## src/rtl/pipeline_hazard_ctrl_pkg.sv

```systemverilog
// Shared types and constants for the pipeline hazard controller.
// Holds the FSM state encoding, the forwarding select codes and the source-match helper.
package pipe_pkg;

    localparam int REG_W = 4;

    typedef logic [REG_W-1:0] reg_addr_t;

    typedef enum logic [1:0] {
        ST_BOOT    = 2'b00,
        ST_RUN     = 2'b01,
        ST_LDSTALL = 2'b10,
        ST_FLUSH   = 2'b11
    } state_t;

    localparam logic [1:0] FWD_REG = 2'b00;
    localparam logic [1:0] FWD_EXE = 2'b01;
    localparam logic [1:0] FWD_MEM = 2'b10;
    localparam logic [1:0] FWD_WB  = 2'b11;

    // A source only matches if it is actually read; a hardwired r0 never matches anything.
    function automatic logic src_match(input logic use_rs, input reg_addr_t rs,
                                       input reg_addr_t rd, input logic r0_zero);
        return use_rs && (rs == rd) && !(r0_zero && (rd == '0));
    endfunction

endpackage

```

## src/rtl/pipeline_hazard_ctrl_if.sv

```systemverilog
// Bundle of pipeline-stage status inputs and control/forwarding outputs of the hazard controller.
// The master side is the datapath; the slave side is the controller.
interface pipeline_hazard_ctrl_if #(
    parameter int CNT_W = 16
);
    import pipe_pkg::*;

    reg_addr_t        dec_rs1;
    reg_addr_t        dec_rs2;
    logic             dec_use_rs1;
    logic             dec_use_rs2;
    reg_addr_t        exe_rd;
    logic             exe_needs_wb;
    logic             exe_is_load;
    reg_addr_t        mem_wb_addr;
    logic             mem_wb_wen;
    reg_addr_t        wb_addr;
    logic             wb_wen;
    logic             br_taken;
    logic             perf_clr;

    logic             fetch_hold;
    logic             dec_hold;
    logic             exe_bubble;
    logic             dec_flush;
    logic             exe_flush;
    logic [1:0]       fwd_a_sel;
    logic [1:0]       fwd_b_sel;
    logic [CNT_W-1:0] stall_cnt;
    logic [CNT_W-1:0] flush_cnt;

    modport master (
        output dec_rs1, dec_rs2, dec_use_rs1, dec_use_rs2,
               exe_rd, exe_needs_wb, exe_is_load,
               mem_wb_addr, mem_wb_wen, wb_addr, wb_wen,
               br_taken, perf_clr,
        input  fetch_hold, dec_hold, exe_bubble, dec_flush, exe_flush,
               fwd_a_sel, fwd_b_sel, stall_cnt, flush_cnt
    );

    modport slave (
        input  dec_rs1, dec_rs2, dec_use_rs1, dec_use_rs2,
               exe_rd, exe_needs_wb, exe_is_load,
               mem_wb_addr, mem_wb_wen, wb_addr, wb_wen,
               br_taken, perf_clr,
        output fetch_hold, dec_hold, exe_bubble, dec_flush, exe_flush,
               fwd_a_sel, fwd_b_sel, stall_cnt, flush_cnt
    );

endinterface

```

## src/rtl/pipeline_hazard_ctrl_sat_counter.sv

```systemverilog
// Saturating event counter with synchronous clear; clear wins over an increment.
module sat_counter #(
    parameter int CNT_W = 16
) (
    input  logic             clk,
    input  logic             nrst,
    input  logic             inc,
    input  logic             clr,
    output logic [CNT_W-1:0] count
);

    always_ff @(posedge clk or negedge nrst) begin
        if (!nrst) begin
            count <= '0;
        end else if (clr) begin
            count <= '0;
        end else if (inc && (count != {CNT_W{1'b1}})) begin
            count <= count + 1'b1;
        end
    end

endmodule

```

## src/rtl/pipeline_hazard_ctrl.sv

```systemverilog
// Central stall/flush sequencer for the 5-stage pipeline: load-use stalls, operand bypass
// selects, post-reset decode hold, taken-branch flush and saturating perf counters.
module pipeline_hazard_ctrl
    import pipe_pkg::*;
#(
    parameter int BOOT_CYCLES  = 1,
    parameter int FLUSH_CYCLES = 2,
    parameter bit R0_ZERO      = 1'b1,
    parameter int CNT_W        = 16
) (
    input logic                  clk,
    input logic                  nrst,
    pipeline_hazard_ctrl_if.slave bus
);

    // The first flush cycle happens in RUN, so FLUSH only covers the remaining ones.
    localparam logic [15:0] BOOT_LOAD  = 16'(BOOT_CYCLES - 1);
    localparam logic [15:0] FLUSH_LOAD = (FLUSH_CYCLES > 1) ? 16'(FLUSH_CYCLES - 2) : 16'd0;

    state_t      state;
    state_t      next_state;
    logic [15:0] boot_left;
    logic [15:0] boot_left_nxt;
    logic [15:0] flush_left;
    logic [15:0] flush_left_nxt;

    logic        haz;
    logic        stall_inc;
    logic        flush_inc;
    logic        fetch_hold;
    logic        dec_hold;
    logic        exe_bubble;
    logic        dec_flush;
    logic        exe_flush;
    logic [1:0]  fwd_a_sel;
    logic [1:0]  fwd_b_sel;

    logic        a_exe, a_mem, a_wb;
    logic        b_exe, b_mem, b_wb;

    always_comb begin
        a_exe = src_match(bus.dec_use_rs1, bus.dec_rs1, bus.exe_rd, R0_ZERO);
        a_mem = src_match(bus.dec_use_rs1, bus.dec_rs1, bus.mem_wb_addr, R0_ZERO);
        a_wb  = src_match(bus.dec_use_rs1, bus.dec_rs1, bus.wb_addr, R0_ZERO);
        b_exe = src_match(bus.dec_use_rs2, bus.dec_rs2, bus.exe_rd, R0_ZERO);
        b_mem = src_match(bus.dec_use_rs2, bus.dec_rs2, bus.mem_wb_addr, R0_ZERO);
        b_wb  = src_match(bus.dec_use_rs2, bus.dec_rs2, bus.wb_addr, R0_ZERO);
        haz   = bus.exe_is_load && bus.exe_needs_wb && (a_exe || b_exe);
    end

    // Youngest producer wins; a load in EXE cannot forward and is covered by the stall instead.
    always_comb begin
        fwd_a_sel = FWD_REG;
        fwd_b_sel = FWD_REG;
        if (state != ST_BOOT) begin
            if (bus.exe_needs_wb && !bus.exe_is_load && a_exe) begin
                fwd_a_sel = FWD_EXE;
            end else if (bus.mem_wb_wen && a_mem) begin
                fwd_a_sel = FWD_MEM;
            end else if (bus.wb_wen && a_wb) begin
                fwd_a_sel = FWD_WB;
            end
            if (bus.exe_needs_wb && !bus.exe_is_load && b_exe) begin
                fwd_b_sel = FWD_EXE;
            end else if (bus.mem_wb_wen && b_mem) begin
                fwd_b_sel = FWD_MEM;
            end else if (bus.wb_wen && b_wb) begin
                fwd_b_sel = FWD_WB;
            end
        end
    end

    always_ff @(posedge clk or negedge nrst) begin
        if (!nrst) begin
            state      <= ST_BOOT;
            boot_left  <= BOOT_LOAD;
            flush_left <= FLUSH_LOAD;
        end else begin
            state      <= next_state;
            boot_left  <= boot_left_nxt;
            flush_left <= flush_left_nxt;
        end
    end

    // A taken branch outranks a load-use hazard: the stalled instruction is on the wrong path.
    always_comb begin
        next_state     = state;
        boot_left_nxt  = boot_left;
        flush_left_nxt = flush_left;
        fetch_hold     = 1'b0;
        dec_hold       = 1'b0;
        exe_bubble     = 1'b0;
        dec_flush      = 1'b0;
        exe_flush      = 1'b0;
        stall_inc      = 1'b0;
        flush_inc      = 1'b0;
        case (state)
            ST_BOOT: begin
                dec_hold = 1'b1;
                if (boot_left == '0) begin
                    next_state = ST_RUN;
                end else begin
                    boot_left_nxt = boot_left - 1'b1;
                end
            end
            ST_RUN, ST_LDSTALL: begin
                if (bus.br_taken) begin
                    dec_flush = 1'b1;
                    exe_flush = 1'b1;
                    flush_inc = 1'b1;
                    if (FLUSH_CYCLES > 1) begin
                        next_state     = ST_FLUSH;
                        flush_left_nxt = FLUSH_LOAD;
                    end else begin
                        next_state = ST_RUN;
                    end
                end else if (haz) begin
                    fetch_hold = 1'b1;
                    dec_hold   = 1'b1;
                    exe_bubble = 1'b1;
                    stall_inc  = 1'b1;
                    next_state = ST_LDSTALL;
                end else begin
                    next_state = ST_RUN;
                end
            end
            ST_FLUSH: begin
                dec_flush = 1'b1;
                exe_flush = 1'b1;
                if (flush_left == '0) begin
                    next_state = ST_RUN;
                end else begin
                    flush_left_nxt = flush_left - 1'b1;
                end
            end
            default: begin
                next_state = ST_BOOT;
            end
        endcase
    end

    sat_counter #(.CNT_W(CNT_W)) u_stall_cnt (
        .clk   (clk),
        .nrst  (nrst),
        .inc   (stall_inc),
        .clr   (bus.perf_clr),
        .count (bus.stall_cnt)
    );

    sat_counter #(.CNT_W(CNT_W)) u_flush_cnt (
        .clk   (clk),
        .nrst  (nrst),
        .inc   (flush_inc),
        .clr   (bus.perf_clr),
        .count (bus.flush_cnt)
    );

    assign bus.fetch_hold = fetch_hold;
    assign bus.dec_hold   = dec_hold;
    assign bus.exe_bubble = exe_bubble;
    assign bus.dec_flush  = dec_flush;
    assign bus.exe_flush  = exe_flush;
    assign bus.fwd_a_sel  = fwd_a_sel;
    assign bus.fwd_b_sel  = fwd_b_sel;

endmodule
```

## src/flat_wrapper.sv

```systemverilog
// flat-port wrapper written by rule: the top's interface ports become plain ports
module pipeline_hazard_ctrl_flat import pipe_pkg::*;
#(
    parameter int BOOT_CYCLES  = 1,
    parameter int FLUSH_CYCLES = 2,
    parameter bit R0_ZERO      = 1'b1,
    parameter int CNT_W        = 16
)
  (clk, nrst, bus_dec_rs1, bus_dec_rs2, bus_dec_use_rs1, bus_dec_use_rs2, bus_exe_rd, bus_exe_needs_wb, bus_exe_is_load, bus_mem_wb_addr, bus_mem_wb_wen, bus_wb_addr, bus_wb_wen, bus_br_taken, bus_perf_clr, bus_fetch_hold, bus_dec_hold, bus_exe_bubble, bus_dec_flush, bus_exe_flush, bus_fwd_a_sel, bus_fwd_b_sel, bus_stall_cnt, bus_flush_cnt);
  pipeline_hazard_ctrl_if #(.CNT_W(CNT_W)) bus_i ();
  input logic clk;
  input logic nrst;
  input wire logic [$bits(bus_i.dec_rs1)-1:0] bus_dec_rs1;
  input wire logic [$bits(bus_i.dec_rs2)-1:0] bus_dec_rs2;
  input wire logic [$bits(bus_i.dec_use_rs1)-1:0] bus_dec_use_rs1;
  input wire logic [$bits(bus_i.dec_use_rs2)-1:0] bus_dec_use_rs2;
  input wire logic [$bits(bus_i.exe_rd)-1:0] bus_exe_rd;
  input wire logic [$bits(bus_i.exe_needs_wb)-1:0] bus_exe_needs_wb;
  input wire logic [$bits(bus_i.exe_is_load)-1:0] bus_exe_is_load;
  input wire logic [$bits(bus_i.mem_wb_addr)-1:0] bus_mem_wb_addr;
  input wire logic [$bits(bus_i.mem_wb_wen)-1:0] bus_mem_wb_wen;
  input wire logic [$bits(bus_i.wb_addr)-1:0] bus_wb_addr;
  input wire logic [$bits(bus_i.wb_wen)-1:0] bus_wb_wen;
  input wire logic [$bits(bus_i.br_taken)-1:0] bus_br_taken;
  input wire logic [$bits(bus_i.perf_clr)-1:0] bus_perf_clr;
  output wire logic [$bits(bus_i.fetch_hold)-1:0] bus_fetch_hold;
  output wire logic [$bits(bus_i.dec_hold)-1:0] bus_dec_hold;
  output wire logic [$bits(bus_i.exe_bubble)-1:0] bus_exe_bubble;
  output wire logic [$bits(bus_i.dec_flush)-1:0] bus_dec_flush;
  output wire logic [$bits(bus_i.exe_flush)-1:0] bus_exe_flush;
  output wire logic [$bits(bus_i.fwd_a_sel)-1:0] bus_fwd_a_sel;
  output wire logic [$bits(bus_i.fwd_b_sel)-1:0] bus_fwd_b_sel;
  output wire logic [$bits(bus_i.stall_cnt)-1:0] bus_stall_cnt;
  output wire logic [$bits(bus_i.flush_cnt)-1:0] bus_flush_cnt;
  assign bus_i.dec_rs1 = bus_dec_rs1;
  assign bus_i.dec_rs2 = bus_dec_rs2;
  assign bus_i.dec_use_rs1 = bus_dec_use_rs1;
  assign bus_i.dec_use_rs2 = bus_dec_use_rs2;
  assign bus_i.exe_rd = bus_exe_rd;
  assign bus_i.exe_needs_wb = bus_exe_needs_wb;
  assign bus_i.exe_is_load = bus_exe_is_load;
  assign bus_i.mem_wb_addr = bus_mem_wb_addr;
  assign bus_i.mem_wb_wen = bus_mem_wb_wen;
  assign bus_i.wb_addr = bus_wb_addr;
  assign bus_i.wb_wen = bus_wb_wen;
  assign bus_i.br_taken = bus_br_taken;
  assign bus_i.perf_clr = bus_perf_clr;
  assign bus_fetch_hold = bus_i.fetch_hold;
  assign bus_dec_hold = bus_i.dec_hold;
  assign bus_exe_bubble = bus_i.exe_bubble;
  assign bus_dec_flush = bus_i.dec_flush;
  assign bus_exe_flush = bus_i.exe_flush;
  assign bus_fwd_a_sel = bus_i.fwd_a_sel;
  assign bus_fwd_b_sel = bus_i.fwd_b_sel;
  assign bus_stall_cnt = bus_i.stall_cnt;
  assign bus_flush_cnt = bus_i.flush_cnt;
  pipeline_hazard_ctrl #(.BOOT_CYCLES(BOOT_CYCLES), .FLUSH_CYCLES(FLUSH_CYCLES), .R0_ZERO(R0_ZERO), .CNT_W(CNT_W)) u_core (.clk(clk), .nrst(nrst), .bus(bus_i));
endmodule
```

## config.mk

```make
export PLATFORM = sky130hd
export DESIGN_NAME = pipeline_hazard_ctrl_flat
export DESIGN_NICKNAME = d
export VERILOG_FILES = /design/src/rtl/pipeline_hazard_ctrl_pkg.sv /design/src/rtl/pipeline_hazard_ctrl_if.sv /design/src/rtl/pipeline_hazard_ctrl_sat_counter.sv /design/src/rtl/pipeline_hazard_ctrl.sv /design/src/flat_wrapper.sv
export SDC_FILE = /design/constraint.sdc
export NUM_CORES = 1
export LEC_CHECK = 0
export CAP_MARGIN = 20
export CORE_UTILIZATION = 25
export DETAILED_ROUTE_END_ITERATION = 7
export GPL_TIMING_DRIVEN = 0
export HOLD_SLACK_MARGIN = 0.05
export MAX_ROUTING_LAYER = met4
export SETUP_SLACK_MARGIN = 0.2
export SLEW_MARGIN = 10
export SYNTH_ARGS = -nofsm -noshare
export SYNTH_HDL_FRONTEND = slang
export SYNTH_SLANG_ARGS = --single-unit
```

## constraint.sdc

```tcl
create_clock -name clk -period 5.55 [get_ports clk]
set_input_delay 1.11 -clock clk [delete_from_list [all_inputs] [get_ports clk]]
set_output_delay 1.11 -clock clk [all_outputs]
set_load 0.01 [all_outputs]
```

==> flow_metrics.env <==
export IMPL_status="completed"
export IMPL_p_leak_nw=2.100
export IMPL_cts_resized=0
export IMPL_grt_overflow_total=0
export IMPL_cts_hold_buf=0
export IMPL_ff2ff_path_depth=9
export IMPL_syn_avg_cell_area_um2=9.234
export IMPL_ys_warn_count=0
export IMPL_drc_errors=0
export IMPL_synth_async_reset_ratio_pct=100.0
export IMPL_grt_max_degree=63
export IMPL_grt_pass1_vias=3331
export IMPL_end_kind="output port"
export IMPL_period_share_pct=87.44
export IMPL_pin_count=71
export IMPL_peakVddDrop_mv=0.1497
export IMPL_power_mw=1.224
export IMPL_fin_tns_setup_ps=0
export IMPL_clk_path_buf_depth=2
export IMPL_hold_start="u_core.boot_left[15]$_DFFE_PN0P_"
export IMPL_root_buffer="clkbuf_16"
export IMPL_synth_seq_cells=66
export IMPL_cp_data_arrival_time_ps=3740
export IMPL_clock_latency_ps=330
export IMPL_worst_slack_ps=697.2
export IMPL_r2r_slack_ps=2350
export IMPL_htreeDepth=3
export IMPL_r2r_end="u_core.u_stall_cnt.count[11]$_DFFE_PN0P_"
export IMPL_die_area_um2=15640
export IMPL_dr_first_iter_drc_count=172
export IMPL_yosysSeqAreaShare_pct=43.62
export IMPL_syn_area_um2=3786
export IMPL_cts_sinks=66
export IMPL_worst_ep_required_time_ps=4440
export IMPL_crit_type="in2out"
export IMPL_nets=529
export IMPL_clock_skew_ps=6.485
export IMPL_grt_setup_unrepaired="no"
export IMPL_ys_flop_type="dfrtp_1"
export IMPL_finalHoldViolCount=0
export IMPL_die_h_um=125.1
export IMPL_fp_row_count=44
export IMPL_diodes=0
export IMPL_setup_viol_count_final=0
export IMPL_synth_cell_types=47
export IMPL_worst_setup_path_start_kind="input port"
export IMPL_min_path_type="reg2reg"
export IMPL_max_freq_mhz=206.1
export IMPL_dr_pass1_iters=6
export IMPL_die_w_um=125.1
export IMPL_globalplace_congestion=0.8196
export IMPL_post_cts_buffers=0
export IMPL_hold_ws_ps=464.2
export IMPL_grt_total_usage_pct=13.04
export IMPL_via_count=3283
export IMPL_final_max_slew_viol_count=0
export IMPL_cts_buffers=9
export IMPL_drive_above_1_share_pct=5.242
export IMPL_post_place_ws_ps=661.1
export IMPL_grt_pass1_wl_um=16100
export IMPL_io_buffer_count=69
export IMPL_synth_fp_nets=448
export IMPL_syn_inst=410
export IMPL_synth_edf_count=0
export IMPL_path_max_fanout=6
export IMPL_dpl_hpwl_um=7076
export IMPL_tightest_slew_ps=922.4
export IMPL_start_util_pct=25.85
export IMPL_grt_antenna_before_repair=0
export IMPL_max_cap_violations=0
export IMPL_period_minus_slack_ps=4853
export IMPL_wire_per_inst_um=13.97
export IMPL_power_density_nw_per_um2=241.6
export IMPL_r2r_start="u_core.state[0]$_DFFE_PN0P_"
export IMPL_tritoncts="yes"
export IMPL_area_growth_pct=33.81
export IMPL_slew_headroom_pct=37.94
export IMPL_clk_pin_slew_ps=60
export IMPL_drtAntennaViolNets=0
export IMPL_wl_um=9501
export IMPL_hold_end="u_core.boot_left[15]$_DFFE_PN0P_"
export IMPL_whs_path_depth=1
export IMPL_core_um2=14640
export IMPL_vias_per_cell=4.828
through the flow:
stage | util (%) | cells | instance area, um^2
6_report | 34.60 | 680 | 5066
2_1_floorplan | - | 410 | 3786
5_1_grt | 34.60 | 680 | 5066
3_3_place_gp | 32.14 | 663 | 4707
4_1_cts | 34.60 | 680 | 5066
3_5_place_dp | 32.31 | 664 | 4732
power breakdown:
group	leakage, nW	internal (mW)	switching [mW]	total [mW]
clock	0.166	0.436	0.206	0.642
combinational	1.02	0.0448	0.0506	0.0954
sequential	0.915	0.484	0.00272	0.486
total	2.10	0.965	0.259	1.22
state kept, by name, summed over array words and instances, names as in the netlist:
signal / cells
u_core.boot_left: 16
u_core.flush_left: 16
u_core.u_flush_cnt.count: 16
u_core.u_stall_cnt.count: 16
u_core.state: 2
per-layer routing:
layer | track usage [%] | routed length (um)
met1 | 16.78 | 4600
met2 | 20.51 | 4469
met3 | 2.011 | 233
met4 | 5.237 | 197
met5 | - | 0
kinds of logic after synthesis:
kind of cell               Yosys count  synth area share, %
muxes                                3               0.8262
buffers and inverters               20                2.181
adders and majority gates            8                2.644
AOI/OAI and AO/OA                   53                8.328
and+or+nand+nor                    194                27.13
DFF                                 66                43.62
xor gates and xnor gates            66                15.27
synth_stat cells, types with 3 or more instances:
cell | instances | share of area [%]
nand2b_1 | 4 | 0.66
and3_1 | 7 | 1.2
nor4_1 | 15 | 2.5
a21oi_1 | 19 | 2.5
xor2_1 | 33 | 7.6
or3_1 | 19 | 3.1
dfrtp_1 | 66 | 44
xnor2_1 | 33 | 7.6
o21ai_0 | 19 | 2.5
nor2b_1 | 4 | 0.66
nand3_1 | 17 | 2.2
nand2_1 | 26 | 2.6
nand3b_1 | 4 | 0.79
clkbuf_1 | 7 | 0.69
nor3_1 | 13 | 1.7
inv_1 | 10 | 0.99
or4_1 | 3 | 0.59
nand4_1 | 10 | 1.7
ha_1 | 8 | 2.6
and4_1 | 3 | 0.69
nor2_1 | 54 | 5.4
critical path, stage by stage:
cell	delay (ps)
clkdlybuf4s50_1	570
xnor2_1	150
nand4_1	130
or3_1	430
a21oi_1	550
nor2_1	80
nor2_1	140
clkdlybuf4s50_1	570
how the worst max path moves through the flow:
stage / slack [ps] / cells past startpoint / start / endpoint
CTS: 660 / 8 / bus_dec_rs1[3] / bus_dec_hold
global placement: 720 / 8 / bus_dec_rs1[3] / bus_dec_hold
global route: 580 / 8 / bus_exe_rd[3] / bus_dec_hold
detailed placement: 660 / 8 / bus_dec_rs1[3] / bus_dec_hold
finish: 700 / 8 / bus_exe_rd[3] / bus_dec_hold
floorplan: 2020 / 6 / bus_exe_rd[1] / bus_dec_hold
layout by cell type, fill, tap and decap left out, types with 3 or more instances in the layout:
cell type / count
nor2_1: 54
nor2b_1: 4
and3_1: 7
bufinv_16: 3
xor2_1: 33
nand2_1: 26
clkdlybuf4s50_1: 68
xnor2_1: 33
nand3b_1: 4
nor3_1: 13
a21oi_1: 19
dfrtp_1: 66
nand3_1: 17
or4_1: 3
o21ai_0: 19
buf_4: 3
clkbuf_1: 8
and4_1: 3
or3_1: 19
nand4_1: 10
nand2b_1: 4
nor4_1: 15
clkinv_2: 3
ha_1: 8
clkbuf_16: 9
inv_1: 10
layout make-up:
cell class	instances	area (um^2)
Clock inverter	6	105.1
Clock buffer	10	229.0
Sequential cell	66	1652
Timing Repair Buffer	70	715.7
Tap cell	184	230.2
Inverter	10	37.54
Buffer	10	45.04
Fill cell	1492	9578
Multi-Input combinational cell	324	2052
Power figures use the tool's default switching activity.
